## src/rtl/vga_timing_pkg.sv

```systemverilog
// rtl/vga_timing_pkg.sv - shared VGA timing defaults, colours and sync polarity constants
package vga_timing_pkg;

    localparam int CNT_W = 11;

    // 640x480@60 with a 25 MHz pixel clock
    localparam int DEF_H_SYNC = 96;
    localparam int DEF_H_BP   = 48;
    localparam int DEF_H_ACT  = 640;
    localparam int DEF_H_FP   = 16;
    localparam int DEF_V_SYNC = 2;
    localparam int DEF_V_BP   = 33;
    localparam int DEF_V_ACT  = 480;
    localparam int DEF_V_FP   = 10;

    localparam bit POL_LOW  = 1'b0;
    localparam bit POL_HIGH = 1'b1;

    localparam logic [23:0] BLACK    = 24'h000000;
    localparam logic [23:0] RED      = 24'hFF0000;
    localparam logic [23:0] GREEN    = 24'h00FF00;
    localparam logic [23:0] BLUE     = 24'h0000FF;
    localparam logic [23:0] YELLOW   = 24'hFFFF00;
    localparam logic [23:0] SKY_BLUE = 24'h00FFFF;
    localparam logic [23:0] PURPLE   = 24'hFF00FF;
    localparam logic [23:0] GRAY     = 24'h808080;
    localparam logic [23:0] WHITE    = 24'hFFFFFF;

    typedef struct packed {
        logic hs;
        logic vs;
        logic de;
    } vga_sync_t;

endpackage

```

## src/rtl/vga_axis_cnt.sv

```systemverilog
// rtl/vga_axis_cnt.sv - wrap-around raster axis counter with enable and wrap strobe
module vga_axis_cnt
    import vga_timing_pkg::*;
#(
    parameter int TOT = 800
) (
    input  logic             clk_i,
    input  logic             rst_i,
    input  logic             en_i,
    output logic [CNT_W-1:0] cnt_o,
    output logic             wrap_o
);

    localparam logic [CNT_W-1:0] LAST = CNT_W'(TOT - 1);

    logic [CNT_W-1:0] cnt_q;
    logic [CNT_W-1:0] cnt_d;

    always_comb begin
        cnt_d = cnt_q;
        if (en_i) begin
            cnt_d = (cnt_q == LAST) ? '0 : cnt_q + 1'b1;
        end
    end

    always_ff @(posedge clk_i) begin
        if (rst_i) begin
            cnt_q <= '0;
        end else begin
            cnt_q <= cnt_d;
        end
    end

    assign cnt_o  = cnt_q;
    assign wrap_o = en_i && (cnt_q == LAST);

endmodule

```

## src/rtl/vga_ctrl.sv

```systemverilog
// rtl/vga_ctrl.sv - VGA raster timing with two-stage realignment of sync, enable and colour
module vga_ctrl
    import vga_timing_pkg::*;
#(
    parameter int H_SYNC = DEF_H_SYNC,
    parameter int H_BP   = DEF_H_BP,
    parameter int H_ACT  = DEF_H_ACT,
    parameter int H_FP   = DEF_H_FP,
    parameter int V_SYNC = DEF_V_SYNC,
    parameter int V_BP   = DEF_V_BP,
    parameter int V_ACT  = DEF_V_ACT,
    parameter int V_FP   = DEF_V_FP,
    parameter bit HS_POL = POL_LOW,
    parameter bit VS_POL = POL_LOW
) (
    input  logic             clk,
    input  logic             rst,
    output logic [CNT_W-1:0] h_addr,
    output logic [CNT_W-1:0] v_addr,
    output logic             addr_vld,
    input  logic [23:0]      data_dis,
    output logic             vga_hs,
    output logic             vga_vs,
    output logic             vga_de,
    output logic [23:0]      vga_rgb,
    output logic             frame_end
);

    localparam int H_TOT = H_SYNC + H_BP + H_ACT + H_FP;
    localparam int V_TOT = V_SYNC + V_BP + V_ACT + V_FP;
    localparam logic [CNT_W-1:0] H_ACT_S = CNT_W'(H_SYNC + H_BP);
    localparam logic [CNT_W-1:0] H_ACT_E = CNT_W'(H_SYNC + H_BP + H_ACT);
    localparam logic [CNT_W-1:0] V_ACT_S = CNT_W'(V_SYNC + V_BP);
    localparam logic [CNT_W-1:0] V_ACT_E = CNT_W'(V_SYNC + V_BP + V_ACT);
    localparam vga_sync_t SYNC_IDLE = '{hs: !HS_POL, vs: !VS_POL, de: 1'b0};

    logic [CNT_W-1:0] h_cnt;
    logic [CNT_W-1:0] v_cnt;
    logic             h_wrap;
    logic             v_wrap;
    logic             active;
    vga_sync_t        s1_d;
    vga_sync_t        s1_q;
    vga_sync_t        s2_q;
    logic [23:0]      rgb_q;
    logic             frame_end_q;

    vga_axis_cnt #(.TOT(H_TOT)) u_h_cnt (
        .clk_i  (clk),
        .rst_i  (rst),
        .en_i   (1'b1),
        .cnt_o  (h_cnt),
        .wrap_o (h_wrap)
    );

    // v_wrap only fires on the line wrap, so it marks the last pixel of the frame
    vga_axis_cnt #(.TOT(V_TOT)) u_v_cnt (
        .clk_i  (clk),
        .rst_i  (rst),
        .en_i   (h_wrap),
        .cnt_o  (v_cnt),
        .wrap_o (v_wrap)
    );

    always_comb begin
        active = (h_cnt >= H_ACT_S) && (h_cnt < H_ACT_E) &&
                 (v_cnt >= V_ACT_S) && (v_cnt < V_ACT_E);
        s1_d.hs = (h_cnt < CNT_W'(H_SYNC)) ? HS_POL : !HS_POL;
        s1_d.vs = (v_cnt < CNT_W'(V_SYNC)) ? VS_POL : !VS_POL;
        s1_d.de = active;
    end

    assign addr_vld = active;
    assign h_addr   = active ? h_cnt - H_ACT_S : '0;
    assign v_addr   = active ? v_cnt - V_ACT_S : '0;

    // Stage 1 lines up with the source's registered colour; stage 2 drives the pins together
    always_ff @(posedge clk) begin
        if (rst) begin
            s1_q        <= SYNC_IDLE;
            s2_q        <= SYNC_IDLE;
            rgb_q       <= BLACK;
            frame_end_q <= 1'b0;
        end else begin
            s1_q        <= s1_d;
            s2_q        <= s1_q;
            rgb_q       <= s1_q.de ? data_dis : BLACK;
            frame_end_q <= v_wrap;
        end
    end

    assign vga_hs    = s2_q.hs;
    assign vga_vs    = s2_q.vs;
    assign vga_de    = s2_q.de;
    assign vga_rgb   = rgb_q;
    assign frame_end = frame_end_q;

endmodule

```

## config.mk

```make
export PLATFORM = sky130hd
export DESIGN_NAME = vga_ctrl
export DESIGN_NICKNAME = d
export VERILOG_FILES = /design/src/rtl/vga_timing_pkg.sv /design/src/rtl/vga_axis_cnt.sv /design/src/rtl/vga_ctrl.sv
export SDC_FILE = /design/constraint.sdc
export NUM_CORES = 1
export LEC_CHECK = 0
export ABC_CLOCK_PERIOD_IN_PS = 2700
export CORE_AREA = 8 8 102 104
export CTS_CLUSTER_DIAMETER = 200
export DETAILED_ROUTE_END_ITERATION = 12
export DIE_AREA = 0 0 110 112
export MAX_ROUTING_LAYER = met4
export PLACE_DENSITY = 0.61
export SYNTH_ARGS = -nofsm -noshare
export SYNTH_HDL_FRONTEND = slang
export SYNTH_HIERARCHICAL = 1
export SYNTH_SLANG_ARGS = --single-unit
```

## constraint.sdc

```tcl
create_clock -name clk -period 2.7 [get_ports clk]
set_input_delay 0.54 -clock clk [delete_from_list [all_inputs] [get_ports clk]]
set_output_delay 0.54 -clock clk [all_outputs]
set_load 0.02 [all_outputs]
```

==> flow_summary.json <==
{
  "hpwlAfterDp_um": 5414,
  "finalMaxSlewViolations": 0,
  "maxCapViolCount": 0,
  "status": "complete, but fails checks",
  "routedWlPerCell_um": 13.86,
  "final_cells": 503,
  "ys_ff_latch": 53,
  "synth_area_leaders": "dfxtp_1, nor3_2, and2_1",
  "synth_edf_count": 0,
  "yosysSeqAreaShare": 0.4173,
  "avgSynthCellArea_um2": 9.558,
  "ioPinCount": 77,
  "path_max_fanout": 6,
  "dr.first_iter.drc_count": 102,
  "io_buffers": 76,
  "clkSlewWorstSetupHoldPaths_ns": 0.11,
  "drt-total-wl_um": 6974,
  "core_area_um2": 8890,
  "violations": "setup timing",
  "diodes": 0,
  "drcViolationCount": 0,
  "total_power_mw": 1.339,
  "via_count": 2286,
  "area_growth_pct": 51.38,
  "tightest_slew_ns": 1.154,
  "via_per_inst": 4.545,
  "die_y_um": 112,
  "ant_nets": 0,
  "total_leakage_power_nw": 1.473,
  "grt.total_usage": 0.1144,
  "grt_pass1_wl_um": 11210,
  "ys.warnings.count": 6,
  "cts_sinks": 53,
  "hold_path_end": "vga_hs",
  "period_minus_slack_ns": 2.781,
  "antenna_found_initial": 0,
  "place.gp.congestion": 0.8510,
  "dieArea_um2": 12320,
  "cts-root-buf": "clkbuf_8",
  "cts_buffer_depth": 2,
  "cts_tree": "done",
  "timing.final.crit_share": 1.030,
  "setup.worst_path.end_class": "primary output",
  "worst_r2r_startpoint": "u_h_cnt/cnt_o[6]",
  "setup_viol": 23,
  "drive_gt1_frac": 0.3036,
  "synth_cell_type_count": 44,
  "rsz0062_at_grt": "yes",
  "hold_path_startpoint": "s1_q[2]",
  "critPathRequiredTime_ns": 2.16,
  "synthesis.area_um2": 2542,
  "relSlewSlack": 0.2293,
  "clock_latency_ns": 0.32,
  "fin_nets": 423,
  "hold_viol": 0,
  "rows": 35,
  "skew_ns": 0.01708,
  "dr.pass1.iters": 4,
  "grt_pass1_vias": 2300,
  "htreeDepth": 2,
  "critPathKind": "reg2out",
  "ys_async_sr_fraction": 0,
  "peakVddDrop_mv": 0.1945,
  "crit_path_start_kind": "flip-flop",
  "hold_depth": 1,
  "yosysTopAreaCell": "dfxtp_1",
  "cts_buffers": 5,
  "r2r_cells": 6,
  "r2r_end": "u_v_cnt/cnt_o[8]",
  "grt_overflow_total": 0,
  "start_util": 0.2860,
  "layout_setup_ws_ns": -0.08124,
  "utilization": 0.4329,
  "yosysTopAreaCellShare": 0.4173,
  "powerDensity_nw_per_um2": 348.0,
  "rrSetupSlack_ns": 0.36,
  "fp.dieW_um": 110,
  "grt_max_degree": 26,
  "crit_arrival_ns": 2.24,
  "synth-main-ff-cell": "dfxtp_1",
  "hold_buffers": 0,
  "fmax_mhz": 359.6,
  "hold_path.class": "reg2reg",
  "synth_cells": 266,
  "dpl.cell_count": 494
}
[stage by stage]
step	cell area [um2]	hold slack, ns	setup slack, ns	TNS, ns
6_report	3849	0.4313	-0.08124	-1.227
5_1_grt	3849	0.4457	-0.1930	-3.633
4_1_cts	3849	0.4315	-0.08220	-1.145
3_5_place_dp	3715	0.4010	-0.3441	-6.965
3_3_place_gp	3715	0.3928	-0.2782	-5.690
2_1_floorplan	2561	0.3895	0.1312	0
[report_power, final]
| group | switching, mW | internal, mW | leakage [nW] |
|---|---|---|---|
| logic | 0.0257 | 0.0474 | 1.00 |
| clock network | 0.286 | 0.189 | 0.0423 |
| registers | 0.00401 | 0.788 | 0.429 |
| total | 0.315 | 1.02 | 1.47 |
[timing repair]
action / CTS / global route
resized for setup: 138 / 0
pin swaps: 2 / 0
setup endpoints to repair: 23 / 23
setup buffers: 1 / 0
endpoints found under the hold margin: 0 / 0
[placed cells by master, fill, tap and decap left out, types with 4 or more instances in the layout]
cell type        instances
nand3_1                  4
or3_1                    5
nand4_1                  8
o21ai_0                  5
buf_6                    5
nor2_1                  20
xnor2_1                 15
a21oi_1                 11
buf_4                   66
ha_1                     5
clkdlybuf4s50_1         53
inv_1                   11
and2_1                  24
clkbuf_8                 5
xor2_1                  10
nand2_1                 13
conb_1                   6
nor3_2                  19
nor3_1                   6
dfxtp_1                 51
[worst max path at each step]
stage / start / to / depth (start not counted)
3_3_place_gp: u_h_cnt/cnt_o[5] / h_addr[6] / 8
6_report: u_h_cnt/cnt_o[5] / v_addr[7] / 8
3_5_place_dp: u_h_cnt/cnt_o[5] / h_addr[10] / 8
4_1_cts: u_h_cnt/cnt_o[5] / v_addr[7] / 8
2_1_floorplan: u_h_cnt/cnt_o[4] / v_addr[5] / 6
5_1_grt: u_h_cnt/cnt_o[5] / v_addr[6] / 8
[sequential cells by signal (all words and copies together) (netlist names)]
signal / flops
vga_hs: 1
u_v_cnt/cnt_o: 11
u_h_cnt/cnt_o: 11
vga_vs: 1
vga_de: 1
vga_rgb: 24
s1_q: 3
frame_end: 1
[cell families after synthesis]
group,after synthesis,share of synthesized area
buffers and inverters,23,0.05659
AND/OR/NAND/NOR,127,0.3214
AO/OA/AOI/OAI,29,0.07972
other,1,0.001475
adder cells (fa/ha/maj),6,0.02953
multiplexers,2,0.007874
XOR/XNOR,25,0.08612
flip-flops,53,0.4173
[cell usage after synthesis (5+ instances only)]
| cell type | number |
|---|---|
| and2_1 | 24 |
| or3_1 | 5 |
| nor3_1 | 9 |
| nand4_1 | 8 |
| buf_6 | 5 |
| ha_1 | 6 |
| nor3_2 | 18 |
| dfxtp_1 | 53 |
| o21ai_0 | 5 |
| nand2_1 | 13 |
| xnor2_1 | 15 |
| xor2_1 | 10 |
| inv_1 | 12 |
| nor2_1 | 20 |
| a21oi_1 | 11 |
[layer usage]
metal	vias up	track usage	part of all wire
met1	1051	0.1486	0.47
met3	5	0.02600	0.077
met4	0	0.03243	0.0076
met5	-	-	0
met2	73	0.1719	0.44
li1	1157	-	-
[worst max-delay path, stage by stage, from the launching register on]
cell	delay, ns
dfxtp_2	0.34
inv_2	0.07
ha_4	0.12
nor4b_4	0.16
a311oi_1	0.13
or4_4	0.56
buf_6	0.18
nor3_2	0.18
buf_4	0.17
[layout make-up]
cell class / instances / area [um2]
Clock buffer: 5 / 68.82
Clock inverter: 3 / 26.28
Fill cell: 899 / 5041
Inverter: 12 / 45.04
Multi-Input combinational cell: 195 / 1424
Sequential cell: 53 / 1064
Tap cell: 111 / 138.9
Timing Repair Buffer: 124 / 1082
Power figures use the tool's default switching activity.
